--- config.mk ---
export PLATFORM = sky130hd
export DESIGN_NAME = inst_fetch_unit_flat
export DESIGN_NICKNAME = d
export VERILOG_FILES = /design/src/rtl/inst_fetch_if.sv /design/src/rtl/inst_fetch_unit.sv /design/src/flat_wrapper.sv
export SDC_FILE = /design/constraint.sdc
export NUM_CORES = 1
export LEC_CHECK = 0
export CAP_MARGIN = 20
export CORE_UTILIZATION = 42
export CTS_BUF_LIST = sky130_fd_sc_hd__clkbuf_8
export DETAILED_ROUTE_END_ITERATION = 7
export HOLD_SLACK_MARGIN = 0.12
export PLACE_DENSITY = 0.9
export SYNTH_ARGS = -nofsm -noshare
export SYNTH_HDL_FRONTEND = slang
export SYNTH_SLANG_ARGS = --single-unit
--- constraint.sdc ---
create_clock -name clk -period 3.05 [get_ports clk]
set_input_delay 0.915 -clock clk [delete_from_list [all_inputs] [get_ports clk]]
set_output_delay 0.915 -clock clk [all_outputs]
set_load 0.03 [all_outputs]
--- src/rtl/inst_fetch_if.sv ---
// Instruction ROM read port: level req held until a one-cycle ack returns the word.
interface inst_fetch_if #(parameter int ROM_IDX_W = 6);
    logic                 rom_req;
    logic [ROM_IDX_W-1:0] rom_addr;
    logic                 rom_ack;
    logic [31:0]          rom_data;

    modport master (output rom_req, rom_addr, input rom_ack, rom_data);
    modport slave  (input rom_req, rom_addr, output rom_ack, rom_data);
endinterface

--- src/rtl/inst_fetch_unit.sv ---
// Fetch stage: PC, ROM req/ack, one-word presentation to the instruction register.
// Optional FETCH_ERR_EN: out-of-ROM PCs fetch NOP_WORD and raise sticky fetch_err.
module inst_fetch_unit #(
    parameter logic [31:0] RESET_PC  = 32'h0000_0000,
    parameter int          ROM_IDX_W = 6,
    parameter logic [31:0] NOP_WORD  = 32'hE1A0_0000
) (
    input  logic        clk,
    input  logic        Rst,
    input  logic        fetch_en,
    input  logic        stall,
    input  logic        branch_valid,
    input  logic [31:0] branch_target,
    inst_fetch_if.master rom,
    output logic [31:0] Inst,
    output logic        Write_IR,
    output logic [31:0] PC,
    output logic [31:0] PC_plus4,
    output logic        fetch_busy
`ifdef FETCH_ERR_EN
    ,
    output logic        fetch_err
`endif
);

    typedef enum logic [1:0] {IDLE, REQ, HOLD} state_t;

    state_t      state, state_nxt;
    logic        discard, discard_nxt;
    logic [31:0] pc_nxt;
    logic        load_inst;
    logic        pc_err;
    logic        take;
    logic [31:0] take_data;

`ifdef FETCH_ERR_EN
    assign pc_err = (state == REQ) && (PC[31:ROM_IDX_W+2] != '0);
`else
    assign pc_err = 1'b0;
`endif

    // An out-of-range PC completes immediately as if the ROM had returned a NOP.
    assign take      = (state == REQ) && (pc_err || rom.rom_ack);
    assign take_data = pc_err ? NOP_WORD : rom.rom_data;

    assign rom.rom_req  = (state == REQ) && !pc_err;
    assign rom.rom_addr = PC[ROM_IDX_W+1:2];
    assign Write_IR     = (state == HOLD);
    assign fetch_busy   = (state != IDLE);
    assign PC_plus4     = PC + 32'd4;

    always_comb begin
        state_nxt   = state;
        discard_nxt = discard;
        pc_nxt      = PC;
        load_inst   = 1'b0;
        if (branch_valid)
            pc_nxt = branch_target & ~32'h3;
        case (state)
            IDLE: if (fetch_en) state_nxt = REQ;
            REQ: begin
                if (take) begin
                    // Word belongs to the pre-branch PC: drop it and re-request.
                    if (branch_valid || discard) begin
                        discard_nxt = 1'b0;
                    end else begin
                        load_inst = 1'b1;
                        state_nxt = HOLD;
                    end
                end else if (branch_valid) begin
                    discard_nxt = 1'b1;
                end
            end
            HOLD: begin
                if (branch_valid || !stall) begin
                    state_nxt = fetch_en ? REQ : IDLE;
                    if (!branch_valid)
                        pc_nxt = PC_plus4;
                end
            end
            default: state_nxt = IDLE;
        endcase
    end

    always_ff @(posedge clk) begin
        if (Rst) begin
            state   <= IDLE;
            PC      <= RESET_PC & ~32'h3;
            Inst    <= '0;
            discard <= 1'b0;
        end else begin
            state   <= state_nxt;
            PC      <= pc_nxt;
            discard <= discard_nxt;
            if (load_inst)
                Inst <= take_data;
        end
    end

`ifdef FETCH_ERR_EN
    always_ff @(posedge clk) begin
        if (Rst)
            fetch_err <= 1'b0;
        else if (pc_err)
            fetch_err <= 1'b1;
    end
`endif

endmodule

--- src/flat_wrapper.sv ---
// flat-port wrapper written by rule: the top's interface ports become plain ports
module inst_fetch_unit_flat 
#(
    parameter logic [31:0] RESET_PC  = 32'h0000_0000,
    parameter int          ROM_IDX_W = 6,
    parameter logic [31:0] NOP_WORD  = 32'hE1A0_0000
)
  (clk, Rst, fetch_en, stall, branch_valid, branch_target, Inst, Write_IR, PC, PC_plus4, fetch_busy, rom_rom_req, rom_rom_addr, rom_rom_ack, rom_rom_data);
  inst_fetch_if #(.ROM_IDX_W(ROM_IDX_W)) rom_i ();
  input  logic clk;
  input  logic Rst;
  input  logic fetch_en;
  input  logic stall;
  input  logic branch_valid;
  input  logic [31:0] branch_target;
  output logic [31:0] Inst;
  output logic Write_IR;
  output logic [31:0] PC;
  output logic [31:0] PC_plus4;
  output logic fetch_busy;
  output wire logic [$bits(rom_i.rom_req)-1:0] rom_rom_req;
  output wire logic [$bits(rom_i.rom_addr)-1:0] rom_rom_addr;
  input wire logic [$bits(rom_i.rom_ack)-1:0] rom_rom_ack;
  input wire logic [$bits(rom_i.rom_data)-1:0] rom_rom_data;
  assign rom_rom_req = rom_i.rom_req;
  assign rom_rom_addr = rom_i.rom_addr;
  assign rom_i.rom_ack = rom_rom_ack;
  assign rom_i.rom_data = rom_rom_data;
  inst_fetch_unit #(.RESET_PC(RESET_PC), .ROM_IDX_W(ROM_IDX_W), .NOP_WORD(NOP_WORD)) u_core (.clk(clk), .Rst(Rst), .fetch_en(fetch_en), .stall(stall), .branch_valid(branch_valid), .branch_target(branch_target), .rom(rom_i), .Inst(Inst), .Write_IR(Write_IR), .PC(PC), .PC_plus4(PC_plus4), .fetch_busy(fetch_busy));
endmodule
==> results.md <==
- The combinational fraction of design power is between 20 and 25%.
- The site row count is 33.
- The core region is 8180 sq um.
- The commonest register cell after synthesis is sky130_fd_sc_hd__dfxtp_1.
- The biggest fanout along the worst timing path is 6.
- The number of nets in the synthesized netlist is roughly 520.
- The final-report max-slew violation count is 0.
- The worst setup path is launched from a flop.
- On the critical path the largest part of the delay comes from simple AND/OR/NAND/NOR gates.
- The number of instances in the synthesized netlist is 447.
- The category of the most critical setup path is reg -> out.
- The max-cap violation count is 0.
- The global-route wire length before repair is 17,500 um.
- The number of global-route vias before repair is roughly 3,800.
- For this block, the routed nets add up to approximately 11,000 um of wire.
- For this block, the initial DRC count from the detailed router was 157.
- Static timing analysis puts the maximum clock frequency at 338 MHz.
- Traced cell by cell, the critical path runs through buf_4, nand3_2, nor3_1, buf_4, and3_1, nand2_1, xnor2_2, buf_4.
- Power spread over the standard cell area amounts to 408 nW/um^2.
- The minimum period implied by the final worst setup slack is 2.96 ns.
- The CTS tree is built.
- The unique cell type count in the Yosys netlist is 49.
- The footprint of the flip-flops and latches is 1360 sq um.
- The net switching power is 673 uW.
- In the routed design, unresolved DRC markers number 0.
- At the placement stage, the worst setup path has a slack of between 0.15 and 0.2 ns.
- The per-instance average area after synthesis is 7.88 sq um.
- The clock insertion delay at the later pin of the skew report is around 0.34 ns.
- VDD sags by at most 0.257 mV.
- The placed standard-cell area is 5320 sq um.
- The number of hold buffers added after CTS is 0.
- The remaining number of nets flagged by the antenna check after routing is 0.
- The leakage component of the power is 2.15 nW.
- The routed layout has 3,856 vias.
- The number of I/O port buffers is 172.
- The H-tree level count is 3.
- In this run, flip-flops and latches consume 41.8% of the power.
- The power share of the clock group is 35.4%.
- The filler cell count is 620.
- The number of vias per cell is 5.30.
- Hold timing on the final database bottoms out at a slack of 0.456 ns.
- The number of register bits inferred by synthesis is 67.
- Total power for the finished layout comes to 2.29 mW.
- The number of hold violations in the final report is 0.
- At the end of routability-driven placement, the weighted congestion stood at 0.811.
- Clock tree synthesis inserted a total of 9 buffers.
- In the finished design, the share of the clock period the worst path needs comes to between 90% and 100%.
- The setup clock skew after layout is 0.00966 ns.
- The cell sitting at the root of the clock tree is a sky130_fd_sc_hd__clkbuf_8.
- The final-report setup violation count is 0.
- The sum of buffers and inverters on the critical path is 3.
- The chip width is 93.6 um.
- The proportion of layout cells with a drive suffix above 1 is between 10% and 20%.
- After clock tree synthesis, the clock-pin slew on the worst setup and hold paths is 0.07 ns.
- The final net count is 688.
- The flow ran to the end, and the final reports show no timing, DRC or antenna violations.
- The starting utilization of the core area is 43.1%.
- The I/O pin count is 175.
- The worst stage delay on the critical path is roughly 0.35 ns.
- The library cell used most frequently in the layout, excluding fill and tap cells, is sky130_fd_sc_hd__clkdlybuf4s50_1.
- The area used by multi-input combinational logic is 1990 sq um.
- The number of antenna diodes in the final layout is 0.
- At the worst endpoint, the required time is about 2.1 ns.
- The slack of the critical path is 0.0872 ns.
- Counting flops with a built-in enable in the synthesized netlist gives 0.
- Setup repair after global routing could not meet its margin everywhere.
- Counting every sink on the clock net gives 67.
- The worst-path cell with the longest stage delay is sky130_fd_sc_hd__dfxtp_2.
- In the layout the commonest cells are sky130_fd_sc_hd__clkdlybuf4s50_1, sky130_fd_sc_hd__nand2_1, sky130_fd_sc_hd__dfxtp_1.
- The critical path endpoint category is an output pin.
- The number of antenna violations at the first check in global routing is 0.
- The aggregate global routing overflow is 0.
- Measured against its own limit, the worst slew margin works out to a little under 60%.
- The die span in y is approximately 94 um.
- The area added between synthesis and finish is 59.7%.
- Internal power comes to 1.62 mW.
- Entering global routing, the biggest net connects 40 pins.
- The post-synthesis cell area is 3520 sq um.
- The pin slew with the least headroom to its limit is 0.621 ns.
- The global-route usage over all layers is between 20% and 30%.
- The non-filler instance count after layout is approximately 730.
- The final non-filler cell area is between 5000 and 6000 sq um.
- The number of placed instances with taps included is 706.
- The data arrival time of the worst path is around 2.1 ns.
- The share of flip-flops with an asynchronous set or reset after synthesis is 0%.
- The sequential area share after synthesis is 38.1%.
- The detailed placer's ending HPWL is 8250 um.
- After detailed routing, the average wire length per cell comes to 15.5 um.
- The number of iterations in the first detailed-routing pass is 5.
- The die area is 8750 sq um.
- The tightest min-delay check is of the reg -> reg type.
- The most common cell type on the critical path is sky130_fd_sc_hd__buf_4.
- Net switching is around 29% of the power.
- The count of yosys warnings during synthesis is 0.
- The clock passes through at most 2 buffers.
==> cells in the mapped netlist (2+ instances only) <==
library cell / number / area [sq um]
sky130_fd_sc_hd__a211oi_1: 10 / 75.1
sky130_fd_sc_hd__a21oi_1: 48 / 240
sky130_fd_sc_hd__and2_1: 5 / 31.3
sky130_fd_sc_hd__and3_1: 8 / 50.1
sky130_fd_sc_hd__buf_2: 7 / 35.0
sky130_fd_sc_hd__buf_4: 11 / 82.6
sky130_fd_sc_hd__buf_6: 3 / 33.8
sky130_fd_sc_hd__clkbuf_1: 19 / 71.3
sky130_fd_sc_hd__dfxtp_1: 67 / 1340
sky130_fd_sc_hd__inv_1: 13 / 48.8
sky130_fd_sc_hd__mux2i_1: 3 / 30.0
sky130_fd_sc_hd__nand2_1: 98 / 368
sky130_fd_sc_hd__nand3_1: 11 / 55.1
sky130_fd_sc_hd__nand4_1: 16 / 100
sky130_fd_sc_hd__nor2_1: 32 / 120
sky130_fd_sc_hd__nor2b_1: 4 / 25.0
sky130_fd_sc_hd__nor3_1: 4 / 20.0
sky130_fd_sc_hd__nor3b_1: 2 / 15.0
sky130_fd_sc_hd__nor4_1: 2 / 12.5
sky130_fd_sc_hd__nor4_4: 2 / 42.5
sky130_fd_sc_hd__o211ai_1: 4 / 30.0
sky130_fd_sc_hd__o22ai_1: 7 / 43.8
sky130_fd_sc_hd__o311ai_1: 3 / 26.3
sky130_fd_sc_hd__or2_2: 2 / 12.5
sky130_fd_sc_hd__xnor2_1: 29 / 254
sky130_fd_sc_hd__xor2_1: 14 / 123
==> path summary, 6_finish.rpt <==
kind,to,cells after the start,from,slack [ns]
worst max-delay path,PC_plus4[27],8,u_core.PC[3],0.09
worst min-delay path,u_core.Inst[12],2,u_core.Inst[12],0.46
worst max register to register,u_core.PC[16],8,u_core.PC[2],1.10
worst min register to register,u_core.Inst[12],2,u_core.Inst[12],0.46
==> kinds of logic (layout without fill, tap and decap cells) <==
family / after synthesis / in the layout / share of synthesized area [%]
AOI/OAI and AO/OA: 84 / 84 / 14.9
and+or+nand+nor: 195 / 195 / 26.9
buffers and inverters: 53 / 228 / 7.71
xor gates and xnor gates: 43 / 43 / 10.7
muxes: 4 / 4 / 1.28
adders and majority gates: 1 / 1 / 0.355
DFF: 67 / 67 / 38.1
==> metal layers <==
layer	track usage (%)	share of wire (%)
met3	7.48	8.5
met1	27.9	38
met2	45.1	51
met5	0	0
met4	10.1	2.3
==> power groups by stage <==
| stage | clock network [mW] | logic, mW | registers, mW |
|---|---|---|---|
| final | 0.810 | 0.524 | 0.957 |
| after global routing | 0.861 | 0.552 | 0.963 |
| after CTS | 0.818 | 0.520 | 0.955 |
| after detailed placement | 0 | 0.521 | 0.975 |
| after global placement | 0 | 0.511 | 0.972 |
| after floorplan | 0 | 0.217 | 1.03 |
==> worst min-delay path, stage by stage, from the launching register on <==
cell                      delay (ns)
sky130_fd_sc_hd__dfxtp_1        0.31
sky130_fd_sc_hd__nand2_1        0.05
sky130_fd_sc_hd__a21oi_1        0.05
==> sequential cells by signal (all words and copies together), names as in the netlist <==
name	flops
u_core.state	2
u_core.discard	1
u_core.PC	32
u_core.Inst	32
==> what timing repair did <==
action	4_1_cts	5_1_grt
gates cloned	0	0
gates resized for setup	6	17
buffers inserted	2	3
pin swaps	1	3
setup endpoints to repair	17	17
==> stage by stage <==
stage / setup TNS (ns) / util, %
2_1_floorplan: 0 / -
3_3_place_gp: 0 / 65.1
3_5_place_dp: 0 / 65.1
4_1_cts: 0 / 67.9
5_1_grt: -0.0816 / 68.8
6_report: 0 / 68.8
==> layout make-up <==
class	count	area share (%)
clock buffer	9	2.20
inverter	13	0.868
tap	105	2.34
multi-input combinational	327	35.4
sequential	67	24.1
clock inverter	7	1.62
timing repair buffer	199	33.5
(Power assumes the default switching activity.)
==> RTL change, RTL diff (same flow settings) <==
`ROM_IDX_W` is set to 6 in 3 places; all go to 7.
--- a/src/rtl/inst_fetch_if.sv
+++ b/src/rtl/inst_fetch_if.sv
@@ -1,5 +1,5 @@
 // Instruction ROM read port: level req held until a one-cycle ack returns the word.
-interface inst_fetch_if #(parameter int ROM_IDX_W = 6);
+interface inst_fetch_if #(parameter int ROM_IDX_W = 7);
     logic                 rom_req;
     logic [ROM_IDX_W-1:0] rom_addr;
     logic                 rom_ack;
--- a/src/rtl/inst_fetch_unit.sv
+++ b/src/rtl/inst_fetch_unit.sv
@@ -2,7 +2,7 @@
 // Optional FETCH_ERR_EN: out-of-ROM PCs fetch NOP_WORD and raise sticky fetch_err.
 module inst_fetch_unit #(
     parameter logic [31:0] RESET_PC  = 32'h0000_0000,
-    parameter int          ROM_IDX_W = 6,
+    parameter int          ROM_IDX_W = 7,
     parameter logic [31:0] NOP_WORD  = 32'hE1A0_0000
 ) (
     input  logic        clk,
--- a/src/flat_wrapper.sv
+++ b/src/flat_wrapper.sv
@@ -2,7 +2,7 @@
 module inst_fetch_unit_flat 
 #(
     parameter logic [31:0] RESET_PC  = 32'h0000_0000,
-    parameter int          ROM_IDX_W = 6,
+    parameter int          ROM_IDX_W = 7,
     parameter logic [31:0] NOP_WORD  = 32'hE1A0_0000
 )
   (clk, Rst, fetch_en, stall, branch_valid, branch_target, Inst, Write_IR, PC, PC_plus4, fetch_busy, rom_rom_req, rom_rom_addr, rom_rom_ack, rom_rom_data);
Interface: changed (resized rom_rom_addr); port bits go from 175 to 176. The function was not compared with the original's and may differ.
==> RTL change against the original RTL <==
- sequential cell count is the same
- worst hold slack worse by 1.5 ps
- utilization up 0.90 points
- worst setup slack got worse by 0.99 ps
- power rose by 3.1%
- synthesized area is 0.21% higher
- wire length rose by 3.1%
- cell area grew 1.3%
==> RTL change: results (changes against the original RTL) <==
[status]
status = finished, final reports clean  ; unchanged

[worst_setup_path]
cpPeakStageDelay_ps = 510  ; was 350 ps
crit_fanout = 7  ; was 6
rr_worst_depth = 6  ; was 8
crit_start = u_core.PC[5]$_SDFF_PP0_  ; was u_core.PC[3]$_SDFF_PP0_
regToRegStartpoint = u_core.PC[12]$_SDFF_PP0_  ; was u_core.PC[2]$_SDFF_PP0_
setup.worst_path.end = PC_plus4[19]  ; was PC_plus4[27]
crit_slowest_cell = nor4_4  ; was dfxtp_2

[global_route]
grt_max_degree = 33  ; was 40
gr-usage-all-layers_pct = 26.4  ; was 25.3%
grt_first_pass_wirelength_mm = 18.0  ; was 17.5 mm
grt_pass1_vias = 3772  ; was 3826

[placed_design]
port_buffers = 173  ; was 172
dp_slack_ps = 143  ; was 188 ps
dp_hpwl_mm = 8.59  ; was 8.25 mm
gp_congestion = 0.858  ; was 0.811

[sta]
slew_headroom_pct = 64.7  ; was 58.5%
fin_skew_ps = 11.1  ; was 9.66 ps
whs_ps = 454  ; was 456 ps

[synthesis]
syn_nets = 519  ; was 518
synthAdderAreaFrac_pct = 0.355  ; about the same
synth_xor_area_share_pct = 10.7  ; about the same
synth_area_per_cell_um2 = 7.88  ; about the same
synth-compound-area-share_pct = 14.9  ; about the same
yosys.area.top_type_share_pct = 38.0  ; was 38.1%
synth.mux.area_fraction_pct = 1.28  ; about the same
synth_area_leaders = dfxtp_1 (38%), nand2_1 (10%), xnor2_1 (7.2%), a21oi_1 (6.8%), xor2_1 (3.5%)  ; unchanged

[cells_and_area]
n_clock_buffer = 11  ; was 9
multi_input_area_share_pct = 35.6  ; was 35.4%
drive_above_1_share_pct = 16.3  ; was 15.4%
clkCellAreaFrac_pct = 4.13  ; was 3.83%
buffers = 198  ; was 199
buf_share_pct = 33.3  ; was 33.5%
layout.nets = 687  ; was 688
sh_seq_area_pct = 23.8  ; was 24.1%
layout.cells.non_filler = 726  ; was 727
fillers = 651  ; was 620

[power_and_ir_drop]
leakagePower_nw = 2.17  ; was 2.15 nW
net-switching-power_mw = 0.691  ; was 0.673 mW
vdd.ir_drop.worst_mv = 0.369  ; was 0.257 mV

[drt]
first_pass_iters = 4  ; was 5
drt_iter0_drc = 177  ; was 157

## RTL change: repair_timing
action                     4_1_cts  5_1_grt
resized for setup               11       20
gates cloned                     0        1
pin swaps                        1        3
buffers inserted                 1        1
setup endpoints to repair       12       16
## RTL change: power by group through the flow
| stage | clock network [mW] | registers [mW] | logic (mW) |
|---|---|---|---|
| final | 0.872 | 0.957 | 0.534 |
| after global routing | 0.914 | 0.963 | 0.562 |
| after CTS | 0.890 | 0.955 | 0.533 |
| after detailed placement | 0 | 0.975 | 0.531 |
| after global placement | 0 | 0.971 | 0.521 |
| after floorplan | 0 | 1.03 | 0.220 |
## RTL change: metal layers
layer	track usage (%)	share of wire [%]
met2	46.6	50
met4	13.1	2.4
met3	7.52	8.3
met5	0	0
met1	28.8	39
## RTL change: worst max-delay path, delay by kind of cell (launching register included)
family / cells / cell delay [ps]
DFF: 1 / 380
xor gates and xnor gates: 1 / 150
buffers and inverters: 2 / 370
and+or+nand+nor: 3 / 820
